`config.mk`:
```
export PLATFORM = sky130hd
export DESIGN_NAME = mcdt_arbiter
export DESIGN_NICKNAME = d
export VERILOG_FILES = /design/src/rtl/mcdt_arbiter.sv
export SDC_FILE = /design/constraint.sdc
export NUM_CORES = 1
export LEC_CHECK = 0
export ABC_AREA = 1
export CORE_MARGIN = 2
export CORE_UTILIZATION = 34
export CTS_BUF_LIST = sky130_fd_sc_hd__clkbuf_2
export CTS_CLUSTER_DIAMETER = 60
export CTS_CLUSTER_SIZE = 24
export DETAILED_ROUTE_END_ITERATION = 10
export PLACE_DENSITY = 0.82
export SYNTH_ARGS = -nofsm -noshare
export SYNTH_HDL_FRONTEND = slang
export SYNTH_SLANG_ARGS = --single-unit
```
`constraint.sdc`:
```
create_clock -name clk_i -period 2.5 [get_ports clk_i]
set_input_delay 0.5 -clock clk_i [delete_from_list [all_inputs] [get_ports clk_i]]
set_output_delay 0.5 -clock clk_i [all_outputs]
set_load 0.02 [all_outputs]
```
`src/rtl/mcdt_arbiter.sv`:
```
// Round-robin arbiter between three channel FIFOs and the shared MCDT output port.
// Define MCDT_ARB_BURST_EN to let a channel hold priority for up to BURST_LEN beats.
module mcdt_arbiter #(
    parameter int DW        = 32,
    parameter int BURST_LEN = 4
) (
    input  logic          clk_i,
    input  logic          rstn_i,
    input  logic [DW-1:0] ch0_data_i,
    input  logic          ch0_valid_i,
    input  logic          ch0_en_i,
    output logic          ch0_pop_o,
    input  logic [DW-1:0] ch1_data_i,
    input  logic          ch1_valid_i,
    input  logic          ch1_en_i,
    output logic          ch1_pop_o,
    input  logic [DW-1:0] ch2_data_i,
    input  logic          ch2_valid_i,
    input  logic          ch2_en_i,
    output logic          ch2_pop_o,
    output logic [DW-1:0] mcdt_data_o,
    output logic          mcdt_val_o,
    output logic [1:0]    mcdt_id_o,
    output logic [2:0]    mcdt_grant_o
);

    if (BURST_LEN < 1 || BURST_LEN > 15) begin : g_burst_len_check
        $error("mcdt_arbiter: BURST_LEN must be in 1..15");
    end

    logic [2:0]    req;
    logic          any;
    logic [1:0]    last;
    logic [1:0]    nxt1;
    logic [1:0]    nxt2;
    logic [1:0]    win;
    logic          hold;
    logic [2:0]    pop;
    logic [DW-1:0] win_data;

    assign req  = {ch2_valid_i & ch2_en_i, ch1_valid_i & ch1_en_i, ch0_valid_i & ch0_en_i};
    assign any  = |req;
    assign nxt1 = (last == 2'd2) ? 2'd0 : last + 2'd1;
    assign nxt2 = (nxt1 == 2'd2) ? 2'd0 : nxt1 + 2'd1;

`ifdef MCDT_ARB_BURST_EN
    typedef enum logic {IDLE, GRANT} state_t;

    localparam logic [3:0] BURST_MAX = 4'(BURST_LEN);

    state_t     state;
    logic [3:0] burst_cnt;

    // The last winner keeps priority only inside an unbroken run of grants.
    assign hold = (state == GRANT) && req[last] && (burst_cnt < BURST_MAX);

    always_ff @(posedge clk_i) begin
        if (!rstn_i) begin
            state     <= IDLE;
            burst_cnt <= 4'd0;
        end else if (any) begin
            state     <= GRANT;
            burst_cnt <= (state == GRANT && win == last && burst_cnt < BURST_MAX)
                         ? burst_cnt + 4'd1 : 4'd1;
        end else begin
            state     <= IDLE;
            burst_cnt <= 4'd0;
        end
    end
`else
    assign hold = 1'b0;
`endif

    // Search order last+1, last+2, last; falling through to last also covers "no request".
    always_comb begin
        win = last;
        if (hold)
            win = last;
        else if (req[nxt1])
            win = nxt1;
        else if (req[nxt2])
            win = nxt2;
    end

    always_comb begin
        case (win)
            2'd1:    win_data = ch1_data_i;
            2'd2:    win_data = ch2_data_i;
            default: win_data = ch0_data_i;
        endcase
    end

    assign pop          = (rstn_i && any) ? (3'b001 << win) : 3'b000;
    assign ch0_pop_o    = pop[0];
    assign ch1_pop_o    = pop[1];
    assign ch2_pop_o    = pop[2];
    assign mcdt_grant_o = pop;

    always_ff @(posedge clk_i) begin
        if (!rstn_i) begin
            mcdt_val_o  <= 1'b0;
            mcdt_data_o <= '0;
            mcdt_id_o   <= 2'd0;
            last        <= 2'd2;
        end else if (any) begin
            mcdt_val_o  <= 1'b1;
            mcdt_data_o <= win_data;
            mcdt_id_o   <= win;
            last        <= win;
        end else begin
            mcdt_val_o  <= 1'b0;
            mcdt_data_o <= '0;
        end
    end

endmodule

```
* Word level (Yosys, flattened, before mapping) *
Cells that the tools add are included.
Widths: inputs -> output; s select.

cells by class
  muxes and demuxes = 11
  magnitude comparators = 2
  add/sub/neg operators = 2
  reductions and logical operators = 3
  shift-type cells = 1
  bitwise gates (word level) = 3
  equality and inequality tests = 4

operator list
  kind                 number
  $pmux 32 s2          1
  $mux 2               4
  $eq 2x2->1 const B   3
  $lt 2x3->1 const B   2
  $add 2x1->2 const B  2
  $bmux 1 s2           2
  $and 1x1->1          3
  $mux 1               3
  $mux 3               1
  $reduce_or 3->1      1
  $shl 1x2->3 const A  1
  $eq 2x1->1 const B   1
  $reduce_and 2->1     1
  $logic_and 1x1->1    1

storage, ports and cells
  bits of input ports = 104
  output and inout bits = 41
  bits in registers = 37
  logic and storage cells = 30

* Logic depth before layout (Yosys ltp) *
  depth in word-level cells = 10
  depth in mapped cells = 14
  mapped depth without buffers = 12

* Least setup slack after synthesis *
OpenSTA, ideal clock, no wires.

  path kind = input to output
  from = in ch1_valid_i
  to = out mcdt_grant_o[2]
  stages on the path = 13
  path buffers = 3
  data required time = 2.000 ns
  arrival = 2.042 ns
  slack = -0.042 ns
  cell sequence = nand2_1 inv_1 nand2_1 nand2_1 nor2_1 nand3_1 nand2_2 ha_1 buf_2 buf_2 inv_1 nor2_1 buf_4

between the ends
  word-level cells in the longest chain between the ends = 7
  elaborated cells on any way between the ends = 11
  classes of those cells = 1 x shift; 7 x mux; 1 x bitwise; 2 x reduce/logical

ends and longest elaborated chain
  what                          RTL line  source
  start: declaration            14        input logic ch1_valid_i,
  $and 1x1->1 (*)               41        assign req = {ch2_valid_i & ch2_en_i, ch1_valid_i & ch1_en_i, ch0_valid_i & ch0_en_i};
  $bmux 1 s2                    81        else if (req[nxt2])
  $mux 1 (implied by the code)  81
  $mux 2                        81
  $mux 2                        79        else if (req[nxt1])
  $shl 1x2->3                   93        assign pop = (rstn_i && any) ? (3'b001 << win) : 3'b000;
  $mux 3 (*)                    93
  end: declaration              24        output logic [2:0] mcdt_grant_o

Every way passes the cells marked *; elsewhere a longest branch is shown, timed or not. The select of a mux whose other input is x is not followed.

* Final worst setup path *
  from = in ch0_en_i
  to = out ch0_pop_o

between the ends
  word-level cells in the longest chain between the ends = 7
  elaborated cells on any way between the ends = 11
  classes of those cells = 1 x shift; 7 x mux; 1 x bitwise; 2 x reduce/logical

ends and longest elaborated chain
  what                          RTL line  source
  start: declaration            11        input logic ch0_en_i,
  $and 1x1->1 (*)               41
  $bmux 1 s2                    81
  $mux 1 (implied by the code)  81
  $mux 2                        81
  $mux 2                        79
  $shl 1x2->3                   93
  $mux 3 (*)                    93
  end: declaration              12        output logic ch0_pop_o,

Marked as above.

==> metrics.md <==
| Metric | Value |
|---|---|
| Post-Syn Nets | 304 |
| First-pass GRT wire length | 8.949 mm |
| Post-Synth XOR/XNOR Area | 0% |
| Crit Path Category | in2out |
| Ports | 145 |
| Mux contribution to synthesized area | 17.47% |
| Number of global-route vias before repair | 1964 |
| Latest clock arrival within the worst-skew pair | 0.36 ns |
| CP arrival | 1.82 ns |
| Hold Path Class | reg2reg |
| Setup crit end | ch0_pop_o |
| Max clock buf depth | 2 |
| Die Width | 77.43 um |
| Vias | 1938 |
| CTS HTree Levels | 2 |
| Compound-cell area share of the yosys netlist | 16.11% |
| Initial Util | 35.66% |
| Setup violators final | 0 |
| Clk_skew | 0.003060 ns |
| GRT Total Usage | 18.73% |
| Core area | 5140 um2 |
| Layout Nets | 453 |
| Mean post-synth cell area | 9.305 um2 |
| R2r endpoint | mcdt_data_o[3] |
| Peak VDD IR | 0.2731 mV |
| Via/cell ratio | 4.647 |
| Root Buffer | clkbuf_2 |
| Site Rows | 26 |
| Final Hold Viols | 0 |
| Routed Antenna Nets | 0 |
| PD cells | 550.8 nW/um2 |
| Synth cell types | 19 |
| Worst r2r path cells | 12 |
| Largest net degree at the start of global routing | 33 |
| Most Crowded Layer GR | met2 |
| PortBufs | 144 |
| Hold-fix buffers, CTS | 0 |
| Number of detailed-route iterations in the first pass | 4 |
| Worst Path Max Fanout | 4 |
| RSZ-0062 raised after global routing | false |
| GR Util met3 | 7.209% |
| LEAKAGE | 1.518 nW |
| DRC Markers | 0 |
| Final TNS setup | 0 ns |
| Layout cells sized above 1 | 14.70% |
| WL/cell | 13.56 um |
| Worst Max-Slew Pin Slew | 0.3682 ns |
| Hold_ws | 0.5283 ns |
| Max_cap viols | 0 |
| Fmax | 0.4314 GHz |
| GR Overflow Total | 0 |
| Largest family of logic cells by synthesized area | multiplexers |
| Die area | 5995 um2 |
| CTS clk-pin slew, worst paths | 0.16 ns |
| Met2 track demand over resource | 36.26% |
| Number of CTS-inserted buffers | 5 |
| Nature of the critical path startpoint | input pin |
| Register area share after synthesis | 39.32% |
| Status | finished, final reports clean |
| DR iter-0 viols | 51 |
| Rel. slew slack | 75.45% |
| Period Utilization, post-route | 92.72% |
| CTS tree | yes |
| Reg2reg start | last[1] |
| Reg2Reg Setup Slack | 0.54 ns |
| Detailed Route WL | 5.655 mm |
| Synth Instances | 197 |
| P&R area growth vs syn | 89.90% |
| WP data required | 2.00 ns |
| Post-DP HPWL | 4.398 mm |
| Post-synthesis simple-gate area fraction | 14.61% |
| Met1 Use GR | 18.66% |
| Crit path time final | 2.318 ns |
| Diodes inserted | 0 |
| Hold Path Stages | 2 |
| Clk sinks | 36 |
| Setup slack after layout | 0.1819 ns |
| Gpl congestion | 0.8113 |
| Die H | 77.43 um |
| Pre-CTS setup slack | -0.4913 ns |
| Number of synthesis warnings | 0 |
| Setup crit end kind | output port |
| Pins Over Slew Limit | 0 |
| Initial antenna violation count | 0 |
| Synth Register Bits | 36 |
| Post-Synth Adder-Cell Area | 2.048% |
| Post-Syn Area | 1833 um2 |
| Worst Setup SP | ch0_en_i |
==> cell usage in the layout, fill, tap and decap left out, types with 4 or more instances in the layout <==
master           instances
inv_1                    7
buf_6                    6
a22o_1                  32
buf_4                   15
clkdlybuf4s50_1        132
nand2_2                  4
mux2i_1                 32
nor2_1                  35
dfxtp_1                 34
nand2_1                  9
nand3_1                  6
clkbuf_2                 7
dlygate4sd2_1            4
inv_2                    4
==> cell type report <==
type	instances	area [um2]
clock buffer	7	35.03
clock inverter	1	3.754
inverter	11	41.29
timing repair buffer	161	1602
tap	70	87.58
sequential	36	723.2
fill	453	1659
multi-input combinational	131	988.4
==> kinds of logic after synthesis <==
group | count (synthesis)
buffers and inverters | 30
adder cells (fa/ha/maj) | 3
flip-flops | 36
AND/OR/NAND/NOR | 62
multiplexers | 32
AO/OA/AOI/OAI | 34
==> where the power goes <==
part	switching [mW]	internal, mW	leakage (nW)
sequential	0.0223	0.640	0.296
clock	0.177	0.0751	0.0306
combinational	0.450	0.553	1.19
==> worst min path at each step <==
| stage | start | end | slack (ns) |
|---|---|---|---|
| 3_3_place_gp | mcdt_id_o[1] | mcdt_id_o[1] | 0.50 |
| 2_1_floorplan | rstn_i | last[1] | 0.57 |
| 3_5_place_dp | mcdt_id_o[1] | mcdt_id_o[1] | 0.50 |
| 6_report | mcdt_id_o[1] | mcdt_id_o[1] | 0.53 |
| 4_1_cts | mcdt_id_o[1] | mcdt_id_o[1] | 0.53 |
| 5_1_grt | mcdt_id_o[1] | mcdt_id_o[1] | 0.55 |
==> cell usage after synthesis <==
master,instances,area (um2)
nor2_1,38,142.6
dfxtp_1,36,720.7
a22o_1,32,280.3
mux2i_1,32,320.3
inv_1,10,37.54
nand2_1,10,37.54
buf_2,6,30.03
buf_6,6,67.56
nand3_1,6,30.03
buf_4,5,37.54
nand2_2,4,25.02
ha_1,3,37.54
clkbuf_4,2,15.01
nand4_1,2,12.51
a21oi_2,1,8.760
a31oi_1,1,6.260
inv_2,1,3.750
nand3_2,1,10.01
nor3_2,1,10.01
==> state kept, by name, indices dropped and copies added, names as in the netlist <==
register     count
mcdt_val_o       1
mcdt_id_o        2
last             1
mcdt_data_o     32
==> critical path, cell delays in order <==
cell	delay, ns
dlygate4sd2_1	0.32
nand3_1	0.11
nand3_1	0.09
nand2_1	0.05
nand2_1	0.05
nand3_1	0.10
nand2_4	0.11
ha_2	0.16
inv_1	0.05
nor2_4	0.12
buf_6	0.13
==> metal layers <==
metal / vias up / part of all wire (%)
li1: 973 / -
met5: - / 0
met3: 2 / 8.3
met2: 85 / 54
met4: 0 / 0.32
met1: 878 / 37
==> stage by stage <==
step           cell area [um2]  total power, mW  utilization [%]  std cells
6_report                  3481            1.917            67.72        417
5_1_grt                   3481            2.042            67.72        417
4_1_cts                   3456            1.937            67.23        416
3_5_place_dp              3334            1.650            64.87        404
3_3_place_gp              3334            1.633            64.87        404
2_1_floorplan             1838            1.243                -        197
==> timing repair <==
item,4_1_cts,5_1_grt
buffers inserted,4,1
pin swaps,11,5
endpoints found under the setup margin,6,6
resized for setup,51,7
endpoints found under the hold margin,0,0
(Power assumes the default switching activity.)
